[config.mk]
export PLATFORM = sky130hd
export DESIGN_NAME = gelato_fetch_scheduler
export DESIGN_NICKNAME = d
export VERILOG_FILES = /design/src/rtl/gelato_fetch_scheduler.sv
export SDC_FILE = /design/constraint.sdc
export NUM_CORES = 1
export LEC_CHECK = 0
export BUFFER_PORTS_ARGS = -buffer_cell sky130_fd_sc_hd__buf_4
export CAP_MARGIN = 0
export CORE_ASPECT_RATIO = 1.5
export CORE_MARGIN = 2
export CORE_UTILIZATION = 50
export CTS_CLUSTER_DIAMETER = 120
export DETAILED_ROUTE_END_ITERATION = 8
export PLACE_DENSITY_LB_ADDON = 0.2
export SLEW_MARGIN = 20
export SYNTH_ARGS = -nofsm -noshare
export SYNTH_HDL_FRONTEND = slang
export SYNTH_SLANG_ARGS = --single-unit
[constraint.sdc]
create_clock -name clk -period 12.6 [get_ports clk]
set_clock_uncertainty 0.05 [all_clocks]
set_input_delay 0 -clock clk [delete_from_list [all_inputs] [get_ports clk]]
set_output_delay 0 -clock clk [all_outputs]
set_load 0.02 [all_outputs]
[src/rtl/gelato_fetch_scheduler.sv]
// Per-warp PC table with a round-robin fetch scheduler feeding the fetch stage.
// Optional performance counters are enabled by defining GELATO_FETCH_SKD_PERF_EN.
module gelato_fetch_scheduler #(
    parameter int unsigned NUM_WARPS = 8,
    parameter int unsigned PC_WIDTH  = 32,
    parameter int unsigned WARP_W    = $clog2(NUM_WARPS),
    parameter int unsigned SPLIT_W   = 4
) (
    input  logic                 clk,
    input  logic                 rst_n,
    input  logic                 rdy,
    input  logic                 launch_valid,
    input  logic [WARP_W-1:0]    launch_warp,
    input  logic [PC_WIDTH-1:0]  launch_pc,
    input  logic [SPLIT_W-1:0]   launch_split,
    output logic                 launch_err,
    input  logic [NUM_WARPS-1:0] ibuf_full,
    output logic                 fetch_valid,
    input  logic                 fetch_ready,
    output logic [PC_WIDTH-1:0]  fetch_pc,
    output logic [WARP_W-1:0]    fetch_warp_num,
    output logic [SPLIT_W-1:0]   fetch_split_table_num,
    input  logic                 commit_valid,
    input  logic [WARP_W-1:0]    commit_warp,
    input  logic [PC_WIDTH-1:0]  commit_next_pc,
    input  logic [SPLIT_W-1:0]   commit_split,
    input  logic                 commit_exit,
    output logic [NUM_WARPS-1:0] warp_active,
    output logic                 all_idle
`ifdef GELATO_FETCH_SKD_PERF_EN
    ,
    output logic [31:0]          perf_issued,
    output logic [31:0]          perf_stall
`endif
);

    logic [NUM_WARPS-1:0] active_q, active_d;
    logic [NUM_WARPS-1:0] inflight_q, inflight_d;
    logic [PC_WIDTH-1:0]  pc_q [NUM_WARPS];
    logic [PC_WIDTH-1:0]  pc_d [NUM_WARPS];
    logic [SPLIT_W-1:0]   split_q [NUM_WARPS];
    logic [SPLIT_W-1:0]   split_d [NUM_WARPS];
    logic [WARP_W-1:0]    rr_ptr_q, rr_ptr_d;
    logic                 fetch_valid_q, fetch_valid_d;
    logic [PC_WIDTH-1:0]  fetch_pc_q, fetch_pc_d;
    logic [WARP_W-1:0]    fetch_warp_q, fetch_warp_d;
    logic [SPLIT_W-1:0]   fetch_split_q, fetch_split_d;
    logic                 launch_err_q, launch_err_d;

    logic [NUM_WARPS-1:0] eligible;
    logic                 sel_found;
    logic [WARP_W-1:0]    sel_idx;
    logic [WARP_W-1:0]    cand;

    assign eligible = active_q & ~inflight_q & ~ibuf_full;

    // Round-robin pick: first eligible warp starting at rr_ptr, from registered state only.
    always_comb begin
        sel_found = 1'b0;
        sel_idx   = '0;
        cand      = '0;
        for (int unsigned i = 0; i < NUM_WARPS; i++) begin
            cand = rr_ptr_q + WARP_W'(i);
            if (!sel_found && eligible[cand]) begin
                sel_found = 1'b1;
                sel_idx   = cand;
            end
        end
    end

    // Next-state: launch, commit, and output-register handshake; everything holds when rdy=0.
    always_comb begin
        active_d      = active_q;
        inflight_d    = inflight_q;
        pc_d          = pc_q;
        split_d       = split_q;
        rr_ptr_d      = rr_ptr_q;
        fetch_valid_d = fetch_valid_q;
        fetch_pc_d    = fetch_pc_q;
        fetch_warp_d  = fetch_warp_q;
        fetch_split_d = fetch_split_q;
        launch_err_d  = launch_err_q;
        if (rdy) begin
            launch_err_d = 1'b0;
            // Commit is a no-op unless the warp is inflight (which implies active).
            if (commit_valid && inflight_q[commit_warp]) begin
                pc_d[commit_warp]       = commit_next_pc;
                split_d[commit_warp]    = commit_split;
                inflight_d[commit_warp] = 1'b0;
                if (commit_exit) begin
                    active_d[commit_warp] = 1'b0;
                end
            end
            // Judged against pre-commit state, so a same-warp commit still flags the launch.
            if (launch_valid) begin
                if (active_q[launch_warp]) begin
                    launch_err_d = 1'b1;
                end else begin
                    active_d[launch_warp]   = 1'b1;
                    inflight_d[launch_warp] = 1'b0;
                    pc_d[launch_warp]       = launch_pc;
                    split_d[launch_warp]    = launch_split;
                end
            end
            if (fetch_valid_q) begin
                if (fetch_ready) begin
                    fetch_valid_d            = 1'b0;
                    inflight_d[fetch_warp_q] = 1'b1;
                    rr_ptr_d                 = fetch_warp_q + WARP_W'(1);
                end
            end else if (sel_found) begin
                fetch_valid_d = 1'b1;
                fetch_pc_d    = pc_q[sel_idx];
                fetch_warp_d  = sel_idx;
                fetch_split_d = split_q[sel_idx];
            end
        end
    end

    // State registers with asynchronous active-low reset.
    always_ff @(posedge clk or negedge rst_n) begin
        if (!rst_n) begin
            active_q      <= '0;
            inflight_q    <= '0;
            pc_q          <= '{default: '0};
            split_q       <= '{default: '0};
            rr_ptr_q      <= '0;
            fetch_valid_q <= 1'b0;
            fetch_pc_q    <= '0;
            fetch_warp_q  <= '0;
            fetch_split_q <= '0;
            launch_err_q  <= 1'b0;
        end else begin
            active_q      <= active_d;
            inflight_q    <= inflight_d;
            pc_q          <= pc_d;
            split_q       <= split_d;
            rr_ptr_q      <= rr_ptr_d;
            fetch_valid_q <= fetch_valid_d;
            fetch_pc_q    <= fetch_pc_d;
            fetch_warp_q  <= fetch_warp_d;
            fetch_split_q <= fetch_split_d;
            launch_err_q  <= launch_err_d;
        end
    end

    assign launch_err            = launch_err_q;
    assign fetch_valid           = fetch_valid_q;
    assign fetch_pc              = fetch_pc_q;
    assign fetch_warp_num        = fetch_warp_q;
    assign fetch_split_table_num = fetch_split_q;
    assign warp_active           = active_q;
    assign all_idle              = ~|active_q & ~fetch_valid_q;

`ifdef GELATO_FETCH_SKD_PERF_EN
    logic [31:0] perf_issued_q, perf_stall_q;

    // Saturating counters of accepted requests and back-pressured cycles.
    always_ff @(posedge clk or negedge rst_n) begin
        if (!rst_n) begin
            perf_issued_q <= '0;
            perf_stall_q  <= '0;
        end else if (rdy && fetch_valid_q) begin
            if (fetch_ready) begin
                if (perf_issued_q != '1) perf_issued_q <= perf_issued_q + 32'd1;
            end else begin
                if (perf_stall_q != '1) perf_stall_q <= perf_stall_q + 32'd1;
            end
        end
    end

    assign perf_issued = perf_issued_q;
    assign perf_stall  = perf_stall_q;
`endif

endmodule

==> impl_metrics.env <==
export IMPL_die_width_um=163
export IMPL_yosys_register_bits=348
export IMPL_ant_nets=0
export IMPL_ir_drop_uv=702
export IMPL_synth_ff_type="dfrtp_1"
export IMPL_drv_cap=0
export IMPL_post_cts_buffers=0
export IMPL_nets=2235
export IMPL_timing_final_crit_period_ps=6000
export IMPL_drt_iter0_markers=1661
export IMPL_ys_seq_area_share_pct=46.2
export IMPL_fin_crit_sh_pct=47.6
export IMPL_crit_path_start_kind="flop"
export IMPL_worst_pin_slew_ps=1170
export IMPL_coreArea_mm2=0.0374
export IMPL_drtPass1Iterations=6
export IMPL_die_area_mm2=0.0393
export IMPL_cp_max_fo=43
export IMPL_clk_path_buf_depth=3
export IMPL_synth_cell_type_count=70
export IMPL_ys_warnings_count=0
export IMPL_path_clk_slew_ps=60
export IMPL_die_h_um=242
export IMPL_grt_setup_unrepaired="false"
export IMPL_start_util_pct=50.4
export IMPL_ys_async_sr_fraction_pct=100
export IMPL_cts_sinks=348
export IMPL_avgSynthCellArea_um2=9.21
export IMPL_fmax_mhz=167
export IMPL_clock_root_buffer="clkbuf_16"
export IMPL_whs_ps=8.38
export IMPL_final_instance_count_excl_fill=2657
export IMPL_dp_cells=2470
export IMPL_final_cell_mix="dfrtp_1, a21oi_1, nor2_1"
export IMPL_finalHoldViolations=0
export IMPL_cts_tree="built"
export IMPL_drive_above_1_share_pct=13.8
export IMPL_track_usage_pct=32.8
export IMPL_mostFrequentLayoutCell="dfrtp_1"
export IMPL_grt_max_degree=125
export IMPL_syn_cell_area_mm2=0.0189
export IMPL_place_gp_congestion=0.935
export IMPL_power_density_mw_per_mm2=325
export IMPL_slew_headroom_pct=22.2
export IMPL_power_leakage_uw=0.00971
export IMPL_n_fill_cell=3288
export IMPL_slew_viol_final=0
export IMPL_antenna_found_initial=2
export IMPL_dp_hpwl_um=34300
export IMPL_synth_cells=2048
export IMPL_cp_end_kind="flop"
export IMPL_drcViolationCount=0
export IMPL_io_buffers=142
export IMPL_vias=17300
export IMPL_status="completed"
export IMPL_syn_num_nets=2144
export IMPL_num_io_pins=143
export IMPL_num_rows=87
export IMPL_tritoncts_num_buffers=36
export IMPL_gr_total_overflow=0
export IMPL_finalSetupViolCount=0
export IMPL_htree_num_levels=2
export IMPL_clkLatencyLatePin_ps=540
export IMPL_setup_tns_ps=0
export IMPL_wirelength_um=65000
export IMPL_crit_type="reg -> reg"
export IMPL_crit_required_ps=13010
export IMPL_vias_per_cell=6.53
export IMPL_grt_pass1_wl_um=101000
export IMPL_grt_pass1_vias=17600
export IMPL_finalPower_uw=7310
export IMPL_synthToLayoutAreaGrowth_pct=19.1
export IMPL_arrival_ps=6400
export IMPL_avgRoutedWirePerCell_um=24.5
export IMPL_synth_edf_count=0
export IMPL_hold_class="in -> reg"
==> cell type report <==
| cell class | count | area [um^2] | share of cell area (%) |
|---|---|---|---|
| Inverter | 14 | 52.6 | 0.234 |
| Timing Repair Buffer | 294 | 2560 | 11.4 |
| Clock inverter | 11 | 219 | 0.975 |
| Clock buffer | 54 | 1100 | 4.90 |
| Multi-Input combinational cell | 1445 | 9210 | 41.0 |
| Sequential cell | 348 | 8710 | 38.8 |
| Antenna cell | 2 | 5.00 | 0.0223 |
| Tap cell | 489 | 612 | 2.72 |
==> power by group <==
| group | switching (uW) | internal (uW) | total, uW |
|---|---|---|---|
| clock | 465 | 729 | 1190 |
| combinational | 2240 | 1800 | 4030 |
| sequential | 394 | 1680 | 2080 |
| total | 3100 | 4210 | 7310 |
==> logic make-up (layout without fill, tap and decap cells) <==
group                    count (synthesis)  after routing  synth area share [%]
AO/OA/AOI/OAI                          715            715                  22.2
AND/OR/NAND/NOR                        456            456                  10.4
flip-flops                             348            348                  46.2
multiplexers                           267            267                  15.1
buffers and inverters                  255            373                  5.76
XOR/XNOR                                 4              4                 0.186
adder cells (fa/ha/maj)                  3              3                 0.199
other                                    0              2                     0
==> critical path, cell delays in order (launching register included) <==
cell,delay [ps]
dfrtp_1,760
inv_2,220
ha_1,610
or4b_1,590
a21boi_0,170
mux4_1,590
a32oi_1,350
nor3b_1,150
o311a_1,180
nor2_4,790
buf_4,810
mux2i_1,310
mux2i_1,110
o21ai_1,150
==> state kept, by name, summed over array words and instances (netlist names) <==
signal	flops
fetch_pc	32
fetch_warp_num	3
warp_active	8
inflight_q	8
split_q	32
fetch_split_table_num	4
pc_q	256
rr_ptr_q	3
launch_err	1
fetch_valid	1
==> worst paths after layout <==
kind	from	end	slack (ps)	depth (start not counted)
min in group asynchronous	rst_n	pc_q[83]	90	2
setup / recovery	rr_ptr_q[1]	fetch_pc[11]	6600	13
max in group asynchronous	rst_n	fetch_pc[3]	9900	4
hold / removal	launch_warp[1]	warp_active[7]	8	3
hold reg to reg	fetch_pc[30]	fetch_pc[30]	440	2
setup reg to reg	rr_ptr_q[1]	fetch_pc[11]	6600	13
==> repair_timing <==
item                                   CTS  global route
endpoints found under the hold margin  423             0
hold buffers                           118             0
gates resized for setup                  0             0
==> layer usage <==
metal | share of wire (%) | wire [um] | global-route usage (%) | vias up
li1 | - | - | - | 7657
met1 | 38 | 24700 | 40.4 | 8622
met2 | 50 | 32700 | 56.3 | 844
met3 | 6.9 | 4510 | 4.75 | 225
met4 | 4.9 | 3160 | 15.7 | 0
met5 | 0 | 0 | 0 | -
==> cells in the mapped netlist (all sizes together), types with 5 or more instances <==
master | n | share of area [%]
or2 | 5 | 0.17
mux2 | 7 | 0.44
dfrtp | 348 | 46
nand3 | 12 | 0.32
a22o | 8 | 0.37
inv | 14 | 0.28
clkbuf | 121 | 2.4
mux2i | 247 | 13
a21oi | 308 | 8.2
o22ai | 292 | 9.7
nor3b | 10 | 0.40
nor2 | 308 | 6.1
a211oi | 5 | 0.23
o31ai | 11 | 0.54
nand2b | 16 | 0.53
o21ai | 50 | 1.3
nand2 | 68 | 1.4
buf | 120 | 3.1
nor3 | 5 | 0.16
nor4b | 5 | 0.23
o32ai | 5 | 0.23
mux4 | 13 | 1.6
==> metrics by stage <==
step | setup slack, ps | utilization (%) | area, um^2
after detailed placement | 6690 | 53.2 | 19900
after CTS | 6710 | 59.8 | 22400
after floorplan | 8490 | - | 18900
after global routing | 6200 | 60.0 | 22500
after global placement | 6900 | 53.2 | 19900
final | 6600 | 60.0 | 22500
No activity file was read; power rests on OpenSTA's default activity.
